### src/rtl/cluster_rate_monitor.sv
// Windowed cluster-rate statistics for the clock4x domain: accumulates sum, peak,
// overflow-BX and empty-BX counts per window and hands each snapshot to slow control.
module cluster_rate_monitor #(
  parameter int CNT_W = 8,
  parameter int WIN_W = 16,
  parameter int SUM_W = 24,
  parameter int EVT_W = 16
) (
  input  logic             clock4x,
  input  logic             reset,
  input  logic             enable,
  input  logic [WIN_W-1:0] window_len,
  input  logic             sample_en,
  input  logic [CNT_W-1:0] cnt_in,
  input  logic             overflow_in,
  output logic             stats_valid,
  input  logic             stats_ack,
  output logic [SUM_W-1:0] stat_sum,
  output logic [CNT_W-1:0] stat_max,
  output logic [EVT_W-1:0] stat_ovf,
  output logic [EVT_W-1:0] stat_empty,
  output logic             stat_lost,
  output logic             running
);

  typedef enum logic {IDLE, RUN} state_t;

  state_t           state;
  logic [WIN_W-1:0] len;
  logic [WIN_W-1:0] sample_cnt;
  logic [SUM_W-1:0] acc_sum;
  logic [CNT_W-1:0] acc_max;
  logic [EVT_W-1:0] acc_ovf;
  logic [EVT_W-1:0] acc_empty;

  logic [SUM_W:0]   sum_ext;
  logic [SUM_W-1:0] nxt_sum;
  logic [CNT_W-1:0] nxt_max;
  logic [EVT_W-1:0] nxt_ovf;
  logic [EVT_W-1:0] nxt_empty;
  logic             win_close;

  // Running totals including the current sample, each clamped at all-ones.
  always_comb begin
    sum_ext   = {1'b0, acc_sum} + {{(SUM_W + 1 - CNT_W){1'b0}}, cnt_in};
    nxt_sum   = sum_ext[SUM_W] ? '1 : sum_ext[SUM_W-1:0];
    nxt_max   = (cnt_in > acc_max) ? cnt_in : acc_max;
    nxt_ovf   = (overflow_in && (acc_ovf != '1)) ? acc_ovf + EVT_W'(1) : acc_ovf;
    nxt_empty = ((cnt_in == '0) && (acc_empty != '1)) ? acc_empty + EVT_W'(1) : acc_empty;
    win_close = sample_en && (sample_cnt == len - WIN_W'(1));
  end

  assign running = (state == RUN);

  // NOTE: reset is synchronous, so it is only seen inside the clocked block;
  // every register, including the snapshot outputs, returns to zero on that edge.
  always_ff @(posedge clock4x) begin
    if (reset) begin
      state       <= IDLE;
      len         <= '0;
      sample_cnt  <= '0;
      acc_sum     <= '0;
      acc_max     <= '0;
      acc_ovf     <= '0;
      acc_empty   <= '0;
      stats_valid <= 1'b0;
      stat_sum    <= '0;
      stat_max    <= '0;
      stat_ovf    <= '0;
      stat_empty  <= '0;
      stat_lost   <= 1'b0;
    end else begin
      // A window close below overrides this and keeps stats_valid high.
      if (stats_valid && stats_ack) stats_valid <= 1'b0;

      case (state)
        IDLE: begin
          sample_cnt <= '0;
          acc_sum    <= '0;
          acc_max    <= '0;
          acc_ovf    <= '0;
          acc_empty  <= '0;
          if (enable) begin
            len       <= (window_len == '0) ? WIN_W'(1) : window_len;
            stat_lost <= 1'b0;
            state     <= RUN;
          end
        end
        RUN: begin
          if (!enable) begin
            state      <= IDLE;
            sample_cnt <= '0;
            acc_sum    <= '0;
            acc_max    <= '0;
            acc_ovf    <= '0;
            acc_empty  <= '0;
          end else if (sample_en) begin
            if (win_close) begin
              stat_sum    <= nxt_sum;
              stat_max    <= nxt_max;
              stat_ovf    <= nxt_ovf;
              stat_empty  <= nxt_empty;
              stats_valid <= 1'b1;
              if (stats_valid && !stats_ack) stat_lost <= 1'b1;
              // Restart with no dead time: the next sample opens the new window.
              sample_cnt  <= '0;
              acc_sum     <= '0;
              acc_max     <= '0;
              acc_ovf     <= '0;
              acc_empty   <= '0;
            end else begin
              sample_cnt <= sample_cnt + WIN_W'(1);
              acc_sum    <= nxt_sum;
              acc_max    <= nxt_max;
              acc_ovf    <= nxt_ovf;
              acc_empty  <= nxt_empty;
            end
          end
        end
        default: state <= IDLE;
      endcase
    end
  end

endmodule

### config.mk
export PLATFORM = sky130hd
export DESIGN_NAME = cluster_rate_monitor
export DESIGN_NICKNAME = d
export VERILOG_FILES = /design/src/rtl/cluster_rate_monitor.sv
export SDC_FILE = /design/constraint.sdc
export NUM_CORES = 1
export LEC_CHECK = 0
export ABC_AREA = 0
export CAP_MARGIN = 20
export CORE_AREA = 8 8 140 142
export DETAILED_ROUTE_END_ITERATION = 10
export DIE_AREA = 0 0 148 150
export PLACE_DENSITY = 0.76
export SYNTH_ARGS = -nofsm -noshare
export SYNTH_HDL_FRONTEND = slang
export SYNTH_SLANG_ARGS = --single-unit
### constraint.sdc
create_clock -name clock4x -period 3.93 [get_ports clock4x]
set_clock_uncertainty 0.05 [all_clocks]
set_input_delay 0.786 -clock clock4x [delete_from_list [all_inputs] [get_ports clock4x]]
set_output_delay 0.786 -clock clock4x [all_outputs]
set_load 0.05 [all_outputs]
==> summary.md <==
The number of antenna diodes in the final layout is 0. Category of the critical setup timing path: flop to flop. Setup repair after global routing left no endpoint under its margin.

In the final routed layout, each cell accounts on average for 19.0 µm. The first detailed-routing pass ran for 6 iterations. For this configuration, the core starts out at a cell density of 52.4%. The number of buffer cells added on primary ports was 96; the I/O pin count was 97.

In the routed design, unresolved DRC markers number 0. The largest individual stage delay along the critical path comes from the cell sky130_fd_sc_hd__or4b_1. Global routing used 5.35% of the available met3 tracks. The number of buffers inserted during clock tree synthesis is 17, and the overall die height is 150 µm. The layer with the highest usage was met2. The root buffer cell chosen for the clock tree is sky130_fd_sc_hd__clkbuf_16. The worst setup path is launched from a flop. Summing all non-filler instances in the final layout gives an area of 11,100 µm². At the end of routability-driven placement, the weighted congestion stood at 0.937.

In the final timing run, aggregate negative setup slack is 0 ns. The net count of the finished layout is 1,179. The source of the worst register-to-register timing path is len[1]. The floorplan has 49 rows.

In this run the static leakage power is 0.00395 µW. Global routing used 23.5% of the available tracks. Multiplexer cells account for 2.64% of the synthesized area. Setup violations remaining at the end of the flow were counted as 0. The fraction of registers with async set/reset is 0%.

For this run, the number of standard cells in the final layout without fillers is 1,370. The capture point of the worst reg-to-reg path is stat_sum[10]. The run gives 2 as the clock tree buffer depth. TritonCTS built the clock tree. The floorplan step set the die width to 148 µm.

The tools report the full die area as 22,200 µm². The class of the worst hold path is flop to flop. Yosys mapped a number of flops with a built-in enable equal to 0. The highest net fanout along the worst path was 55; the sink count of the clock tree was 163. The run gives 1,044 as the gate count of the mapped netlist. The max-slew headroom at the worst pin is 43.3%. The end of the critical path is stat_sum[10]. The run gives 0 as the number of setup buffers added after CTS.

Counting every net in the synthesized netlist gives 1,095. The routed design has 26.1 mm of wire. Most frequent cell after synthesis: sky130_fd_sc_hd__dfxtp_1.

Across the VDD grid, the largest voltage drop is 0.310 mV. The minimum period implied by the final worst setup slack is 3.59 ns, and the length in cells of the worst reg-to-reg path is 9. In this run the remaining antenna-violating nets after routing total 0.

By area, the combinational part of the netlist is dominated by compound AO/OA/AOI/OAI gates. Required time at the endpoint of the critical path: 4.20 ns. The floorplan core area is 17,500 µm², and the synthesized area is 9200 µm². The final count of pins violating max slew was 0. The critical path goes through inv_1 -> ha_1 -> or4b_1 -> o21ai_1 -> a21oi_1 -> a2111oi_2 -> o2111a_1 -> nand2_4 -> mux2_1.

The tools report the half-perimeter wire length after detailed placement as 18.0 mm. Global routing used 39.6% of the available met2 tracks. Using the TritonRoute via totals, the vias-per-cell ratio works out to 6.21. Timing would allow up to 279 MHz.

Once placement completed, the tool counted placed cells totaling 1,337. The run finished with clean final reports. The tool flagged a number of max-cap violations equal to 0. The proportion of netlist area held by the largest area contributor was 35.5%. After Yosys synthesis, and, or, nand and nor cells account for 21.6% of the synthesized area. The number of different library cells used by synthesis comes to 76. For this run, the leading register cell type out of synthesis is sky130_fd_sc_hd__dfxtp_1. The synthesized netlist devotes 23.4% of its cell area to compound gates. The slack of the critical path was 0.342 ns.

In this run the worst setup path begins at len[1]. The tools report the met1 demand-to-capacity share in global routing as 29.3%. For the number of gates resized after cts, the log shows 0. The final clock period utilization by the worst path works out to 91.3%. The delay of the slowest cell on the worst path is 0.51 ns, and the H-tree depth is 4. The logs give 0 for the total grt overflow and 69 for the pin count of the biggest net entering global routing. Of all cell types, the one taking the most synthesized area is sky130_fd_sc_hd__dfxtp_1. Relative to the synthesized area, the layout overhead comes to 20.3%. The worst register-to-register path has a setup slack of 0.34 ns. Hold repair after CTS inserted 0 buffers. For this design the ratio of total power to cell area is 340 nW/µm².

In this run, synthesis produced a sequential element count of 163. The number of antenna violations at the first check in global routing is 0, and the area share of xor/xnor cells in the synthesized design is 9.05%. The average instance in the mapped netlist occupies 8.81 µm². The proportion of layout cells with a drive suffix above 1 is 11.7%.

By area the synthesized netlist is led by sky130_fd_sc_hd__dfxtp_1, sky130_fd_sc_hd__xnor2_1, sky130_fd_sc_hd__nor2_1, sky130_fd_sc_hd__xor2_1, sky130_fd_sc_hd__a31o_1. The number of hold violations in the final report came out at 0. For the worst setup path, the data arrival time is 3.85 ns. The via count of the first global-routing pass is 8,262, and the DRC marker count from the first detailed-route iteration is 617. The adder and majority gate portion of the synthesized area was 2.94%. The placed instances occupy a cell area of 10,400 µm². The share of the yosys chip area belonging to registers is 35.5%, and the source-to-sink clock delay at the later pin of the worst-skew pair is 0.43 ns. After clock tree synthesis, the clock-pin slew on the worst setup and hold paths is 0.06 ns.

Summing over every cut layer, the via total after detailed routing is 8,502. The yosys synthesis warning count came out at 0. Category of the worst setup path capture point: a flop. The actual transition at the worst max-transition pin is 0.848 ns. The first global-routing pass estimated 42.9 mm of wire.

Counting instances in the post-synthesis netlist gives the leading cell types as sky130_fd_sc_hd__dfxtp_1, sky130_fd_sc_hd__nor2_1, sky130_fd_sc_hd__nand2_1. For the post-placement worst setup slack, the log shows 0.0694 ns.
==> layer usage <==
metal  vias up  wire, µm
li1       4072         -
met1      4109     11400
met2       279     12400
met3        42      1820
met4         0       502
met5         -         0
==> power breakdown <==
part | switching (µW) | internal [µW] | total, µW
Sequential | 21.3 | 1660 | 1690
Combinational | 217 | 135 | 352
Clock | 687 | 1040 | 1720
Total | 926 | 2840 | 3760
==> worst min path at each step <==
stage                  startpoint             to  slack [ns]  cells past startpoint
finish                 acc_sum[6]     acc_sum[6]        0.42                      1
global route        stat_empty[5]  stat_empty[5]        0.44                      1
CTS                    acc_sum[6]     acc_sum[6]        0.42                      1
detailed placement     acc_sum[6]     acc_sum[6]        0.41                      1
global placement       acc_sum[6]     acc_sum[6]        0.40                      1
floorplan              acc_sum[0]     acc_sum[0]        0.40                      1
==> sequential cells by signal (all words and copies together) (netlist names) <==
| signal | cells |
|---|---|
| stat_lost | 1 |
| stat_sum | 24 |
| running | 1 |
| sample_cnt | 16 |
| len | 16 |
| stat_empty | 16 |
| acc_ovf | 16 |
| stats_valid | 1 |
| stat_max | 8 |
| acc_sum | 24 |
| acc_empty | 16 |
| acc_max | 8 |
| stat_ovf | 16 |
==> layout make-up <==
type,count,area [µm²]
Multi-Input combinational cell,777,5510
Clock inverter,11,149
Fill cell,1521,6470
Tap cell,229,287
Clock buffer,21,460
Timing Repair Buffer,140,1280
Inverter,29,109
Sequential cell,163,3260
==> per-stage QoR <==
stage	utilization [%]	hold slack (ns)	total power [µW]
floorplan	-	0.396	1940
CTS	63.1	0.424	3780
detailed placement	59.6	0.409	2070
finish	63.1	0.420	3760
global route	63.1	0.440	3880
global placement	59.6	0.403	2060
==> kinds of logic after synthesis <==
family          after synthesis
mux                          24
flops                       163
xor+xnor                     95
buf+inv                     104
compound gates              253
simple gates                384
fa+ha+maj                    21
==> critical path, delay by kind of cell (launching register included) <==
family / cells / cell delay [ns]
AO/OA/AOI/OAI: 4 / 1.18
flip-flops: 1 / 0.34
adder cells (fa/ha/maj): 1 / 0.38
AND/OR/NAND/NOR: 2 / 0.93
buffers and inverters: 1 / 0.10
multiplexers: 1 / 0.47
==> cell usage in the layout (no fill, tap or decap), types with 4 or more instances in the layout <==
| master | synthesis | layout |
|---|---|---|
| sky130_fd_sc_hd__a211oi_1 | 8 | 8 |
| sky130_fd_sc_hd__mux2i_1 | 22 | 22 |
| sky130_fd_sc_hd__buf_4 | 8 | 44 |
| sky130_fd_sc_hd__nand4_1 | 22 | 22 |
| sky130_fd_sc_hd__o31ai_1 | 20 | 19 |
| sky130_fd_sc_hd__a32o_1 | 18 | 18 |
| sky130_fd_sc_hd__or2_2 | 4 | 4 |
| sky130_fd_sc_hd__nor2_1 | 91 | 91 |
| sky130_fd_sc_hd__a21oi_1 | 17 | 17 |
| sky130_fd_sc_hd__a31oi_1 | 9 | 9 |
| sky130_fd_sc_hd__o41ai_1 | 8 | 8 |
| sky130_fd_sc_hd__a22o_1 | 13 | 13 |
| sky130_fd_sc_hd__o21ai_0 | 24 | 24 |
| sky130_fd_sc_hd__o21ai_1 | 8 | 7 |
| sky130_fd_sc_hd__and3_1 | 23 | 23 |
| sky130_fd_sc_hd__clkbuf_16 | 0 | 17 |
| sky130_fd_sc_hd__xnor2_1 | 57 | 57 |
| sky130_fd_sc_hd__a211oi_2 | 8 | 8 |
| sky130_fd_sc_hd__nand2b_1 | 5 | 5 |
| sky130_fd_sc_hd__nand2_1 | 69 | 68 |
| sky130_fd_sc_hd__dfxtp_1 | 163 | 163 |
| sky130_fd_sc_hd__o31ai_2 | 6 | 7 |
| sky130_fd_sc_hd__o211ai_1 | 11 | 11 |
| sky130_fd_sc_hd__ha_1 | 20 | 20 |
| sky130_fd_sc_hd__and4_1 | 11 | 11 |
| sky130_fd_sc_hd__xor2_1 | 38 | 38 |
| sky130_fd_sc_hd__a31o_1 | 31 | 31 |
| sky130_fd_sc_hd__a21o_1 | 4 | 4 |
| sky130_fd_sc_hd__clkdlybuf4s50_1 | 0 | 94 |
| sky130_fd_sc_hd__nand3_1 | 35 | 35 |
| sky130_fd_sc_hd__a31o_2 | 5 | 5 |
| sky130_fd_sc_hd__nor3_1 | 38 | 38 |
| sky130_fd_sc_hd__inv_1 | 29 | 28 |
| sky130_fd_sc_hd__and2_1 | 10 | 10 |
| sky130_fd_sc_hd__o211a_1 | 8 | 8 |
| sky130_fd_sc_hd__nor4_1 | 43 | 43 |
| sky130_fd_sc_hd__o211ai_2 | 18 | 18 |
| sky130_fd_sc_hd__or3_1 | 4 | 4 |
| sky130_fd_sc_hd__nor2b_1 | 13 | 13 |
Power figures use the tool's default switching activity.
==> patch 1, RTL diff (same flow settings) <==
Set the parameter `EVT_W` to 18 (it was 16).
--- a/src/rtl/cluster_rate_monitor.sv
+++ b/src/rtl/cluster_rate_monitor.sv
@@ -4,7 +4,7 @@
   parameter int CNT_W = 8,
   parameter int WIN_W = 16,
   parameter int SUM_W = 24,
-  parameter int EVT_W = 16
+  parameter int EVT_W = 18
 ) (
   input  logic             clock4x,
   input  logic             reset,
Ports: changed (resized stat_empty and stat_ovf); port bits go from 97 to 101. No check against the original RTL was run, so the function may have changed too.
==> patch 1 against the unedited design <==
Fmax down 0.44%. Clock power up 4%. Sequential cell count up 8. Cell count up 5.3%. Largest cell class unchanged. Combinational power down 15%. Cell area up 0.55%. Power up 2.4%. Area after synthesis up 2.2%. Setup slack worse by 0.016 ns. Critical path type unchanged. Global-route usage down 0.27 points. Non-clock buffer count down 14. Wire length down 0.76%.
==> patch 1: results (changes against the unedited design) <==
hold-critical path endpoint stat_sum[22]$_SDFFE_PP0P_; CTS clock-pin slew for the worst setup and hold paths 0.07 ns; Worst-Skew Late Latency 0.43 ns (about the same); status completed; DP Area 0.01050 mm2 (+0.55%); Max rail drop VDD 0.3126 mV (+0.83%); biggest regs acc_sum (24), stat_sum (24); diodes inserted 0 (unchanged); Worst path top cell family by delay simple AND/OR/NAND/NOR gates; met1 usage 29.86% (+0.55 points); gpl congestion 0.8938 (-4.6%); GR Layer Usage met2 37.90% (-1.7 points); final worst setup slack 0.3261 ns (-0.01586 ns); Post-layout nets 1,251 (+6.1%); hold path start stat_sum[22]$_SDFFE_PP0P_; largest net degree at the start of global routing 71 (+2.9%); Post-CTS Resized 0 (unchanged); Placement Setup Slack 0.2800 ns (+0.2106 ns); CP Max Fanout 26 (-53%); critical path's largest stage delay 0.60 ns (+0.09 ns); Non-Filler Instances 1,442 (+5.3%); Root Buffer clkbuf_16; first-pass iteration count of the detailed router 5 (-1); Via Count 8,831 (+3.9%); Commonest cells post-synth dfxtp_1 (171), a21oi_1 (98), nand2_1 (93); post-synth cell types 66 (-13%); Leakage 3.809 nW (-3.6%); slowest cell on the critical path or4b_1; met3 usage 4.536% (-0.82 points); initial antenna violation count 0 (unchanged); async set-or-reset flop fraction in the synthesized netlist 0% (unchanged); Hold Slack 0.4018 ns (-0.01823 ns); WL/cell 17.94 um (-5.7%); Main synth FF type dfxtp_1; Critical Path AT 3.84 ns (about the same); Syn Nets 1,191 (+8.8%); Area Growth Syn to Fin 18.33%; Total Routing Usage GR 23.27% (-0.27 points); hold path cells 2 (+1); number of global-route vias before repair 8,377 (+1.4%); port bufs 100 (+4.2%); FF-to-FF Start len[0]$_SDFFE_PP0P_; share of layout cells above drive strength 1 8.656% (-3.1 points); Fillers 1,594 (+4.8%); R2R depth 10 (+1); Synth Warn # 0 (unchanged); DR iter-0 viols 647 (+4.9%); worst rel slew slack 27.73% (-16 points); first-pass GRT wire length 42,380 um (-1.2%); DP HPWL 17,470 um (-2.8%); total CTS buffers 17 (unchanged); Hold Path Class flop to flop; Seq/Total Area, Yosys 36.41% (+0.92 points); post-CTS setup buffer count 0 (unchanged); worst-case clock buffer depth 2 (unchanged); H-tree Lvls 4 (unchanged); syn_area_per_cell 8.247 um2 (-6.4%); reg2reg end stat_sum[11]$_SDFFE_PP0P_; top post-synthesis cells by area dfxtp_1 (36%), a21oi_1 (5.2%), nand3_1 (4.4%), xor2_1 (4.2%), xnor2_1 (3.8%)
[patch 1: cell count changes after synthesis, moves of 14 or more]
cell / change
o211ai_2: -18
a211oi_1: +25
o21ai_0: +19
nor4_1: -19
a32o_1: -18
o31ai_1: -15
a21oi_1: +81
nor2_1: -20
mux2i_1: -14
a31o_1: -30
nand3_1: +48
clkbuf_1: +21
nand2_1: +24
xnor2_1: -16
[patch 1: worst max path at each step]
stage / endpoint / start
after floorplan: acc_sum[0]$_SDFFE_PP0P_ / len[0]$_SDFFE_PP0P_
after global placement: stat_sum[16]$_SDFFE_PP0P_ / cnt_in[0]
after detailed placement: stat_sum[16]$_SDFFE_PP0P_ / cnt_in[0]
after CTS: stat_sum[11]$_SDFFE_PP0P_ / len[0]$_SDFFE_PP0P_
after global routing: stat_sum[5]$_SDFFE_PP0P_ / len[0]$_SDFFE_PP0P_
final: stat_sum[11]$_SDFFE_PP0P_ / len[0]$_SDFFE_PP0P_
[patch 1: metal layers]
layer	vias to the layer above	routed length, um
li1	4324	-
met1	4176	11640
met5	-	0
met3	38	1593
met2	293	12110
met4	0	524
[patch 1: cell type report]
class,count,share of cell area [%]
Timing Repair Buffer,126,10.82
Clock inverter,10,1.226
Multi-Input combinational cell,858,49.38
Sequential cell,171,30.77
Tap cell,229,2.576
Clock buffer,22,4.353
Inverter,26,0.8773
[patch 1: kinds of logic after synthesis]
kind of cell / synth area share, %
AO/OA/AOI/OAI: 20.52
XOR/XNOR: 8.012
adder cells (fa/ha/maj): 2.875
buffers and inverters: 5.323
flip-flops: 36.41
multiplexers: 1.211
AND/OR/NAND/NOR: 25.65
[patch 1: where the power goes]
group / total [mW] / internal (mW) / switching (mW)
clock: 1.79 / 1.07 / 0.722
sequential: 1.76 / 1.75 / 0.0180
combinational: 0.299 / 0.114 / 0.185
==> patch 2, RTL diff (same settings) <==
Made on the original files. Put one more register stage on the output `stat_ovf`, with the module's reset. The value now appears one clock later. The other outputs are not delayed to match.
--- a/src/rtl/cluster_rate_monitor.sv
+++ b/src/rtl/cluster_rate_monitor.sv
@@ -24,6 +24,8 @@
 );
 
   typedef enum logic {IDLE, RUN} state_t;
+
+  logic [EVT_W-1:0] stat_ovf_s0;
 
   state_t           state;
   logic [WIN_W-1:0] len;
@@ -66,7 +68,7 @@
       stats_valid <= 1'b0;
       stat_sum    <= '0;
       stat_max    <= '0;
-      stat_ovf    <= '0;
+      stat_ovf_s0 <= '0;
       stat_empty  <= '0;
       stat_lost   <= 1'b0;
     end else begin
@@ -98,7 +100,7 @@
             if (win_close) begin
               stat_sum    <= nxt_sum;
               stat_max    <= nxt_max;
-              stat_ovf    <= nxt_ovf;
+              stat_ovf_s0 <= nxt_ovf;
               stat_empty  <= nxt_empty;
               stats_valid <= 1'b1;
               if (stats_valid && !stats_ack) stat_lost <= 1'b1;
@@ -122,5 +124,13 @@
     end
   end
 
+  always_ff @(posedge clock4x) begin
+    if (reset) begin
+      stat_ovf <= '0;
+    end else begin
+      stat_ovf <= stat_ovf_s0;
+    end
+  end
+
 endmodule
 
Function: changed (Yosys sat finds a counterexample within 4 cycles, from zero or initial values and one cycle with reset high).
==> patch 2 against the unedited design <==
Via count barely moved. Critical path type unchanged. Area after synthesis grew 2.3%. Cell area is 1.3% higher. Wire length is 3.9% lower. Sequential power increased by 9%. Count of clock-buffer cells in the layout shrank 3. Cell count rose by 2.7%. Sequential cell count is 16 higher. Synthesized cell count rose by 4.4%. Power rose by 4.9%. Setup slack gained 0.14 ns. Largest cell class unchanged.
==> patch 2: results (changes against the unedited design) <==
post-CTS setup buffer count 0 (unchanged); number of synthesized register bits 179 (+9.8%); DR iter-0 viols 763 (+24%); clock buffers 18 (-14%); Total Routing Usage GR 22.34% (-1.2 points); first-pass GRT wire length 40,550 um (-5.4%); Fillers 1,517 (-0.26%); DP Area 0.01061 mm2 (+1.6%); final WL 25,040 um (-3.9%); fraction of area in multi-input gates 47.77% (-2.1 points); Syn Std Cell Area 0.009407 mm2 (+2.3%); Non-clock inverters 39 (+34%); Seq/total area 31.96% (+2.5 points); routed vias/inst 6.037 (-2.7%); Power Combinational 364 uW (+3%); Non-Clock Buffer Area Fraction 11.07% (-0.51 points); Via Count 8,494 (-0.094%); top post-synthesis cells by area dfxtp_1 (38%), xor2_1 (4.9%), nor2_1 (4.2%), xnor2_1 (3.8%), o211ai_1 (3.4%); Reg area 0.003583 mm2 (+9.8%); DP HPWL 17,440 um (-2.9%); number of global-route vias before repair 7,955 (-3.7%); first-pass iteration count of the detailed router 7 (+1); Final clock-cell share 5.334% (-0.17 points); Post-layout nets 1,216 (+3.1%); slowest cell on the critical path nor4b_4; status completed; CP Max Fanout 33 (-40%); post-synth cell types 71 (-6.6%); #MultiIn Comb 797 (+2.6%); Mapped Cells 1,090 (+4.4%); Flop pwr share 46.8% (+2.0 points); share of layout cells above drive strength 1 9.932% (-1.8 points); Int Pwr 2.911 mW (+2.6%); Seq/Total Area, Yosys 38.10% (+2.6 points); Max rail drop VDD 0.3022 mV (-2.6%)
## patch 2: changes by cell type in the layout (fill, tap and decap cells not counted), moves of 16 or more
| cell | delta |
|---|---|
| nor3_1 | -26 |
| a32o_1 | -17 |
| o211ai_1 | +31 |
| xnor2_1 | -16 |
| dfxtp_1 | +16 |
| nor4_1 | -17 |
| a21oi_1 | +19 |
| o21ai_0 | +29 |
| a31o_1 | -19 |
| o211ai_2 | -18 |
## patch 2: per-layer routing
layer	GRT usage, %	up-vias	part of all wire (%)
li1	-	4137	-
met1	28.82	4041	46
met5	0	-	0
met4	8.159	0	1.8
met2	36.80	280	47
met3	3.901	36	5.1
## patch 2: kinds of logic after synthesis
kind of cell    after synthesis  synth area share (%)
compound gates              276                 21.55
xor+xnor                     94                 8.752
fa+ha+maj                    21                 2.873
buf+inv                     114                 5.254
flops                       179                 38.10
mux                          21                 2.408
simple gates                385                 21.07
## patch 2: critical path, delay by kind of cell, from the launching register on
kind                       cells  cell delay [ns]
adders and majority gates      1             0.31
buffers and inverters          2             0.42
AOI/OAI and AO/OA              5             1.37
DFF                            1             0.40
and+or+nand+nor                2             0.74
## patch 2: final timing paths
kind	startpoint	end	slack, ns	depth (start not counted)
hold / removal	stat_ovf_s0[15]$_SDFFE_PP0P_	stat_ovf[15]$_SDFF_PP0_	0.41	1
setup reg to reg	len[0]$_SDFFE_PP0P_	acc_max[3]$_SDFFE_PP0P_	0.48	10
setup / recovery	len[0]$_SDFFE_PP0P_	acc_max[3]$_SDFFE_PP0P_	0.48	10
hold reg to reg	stat_ovf_s0[15]$_SDFFE_PP0P_	stat_ovf[15]$_SDFF_PP0_	0.41	1
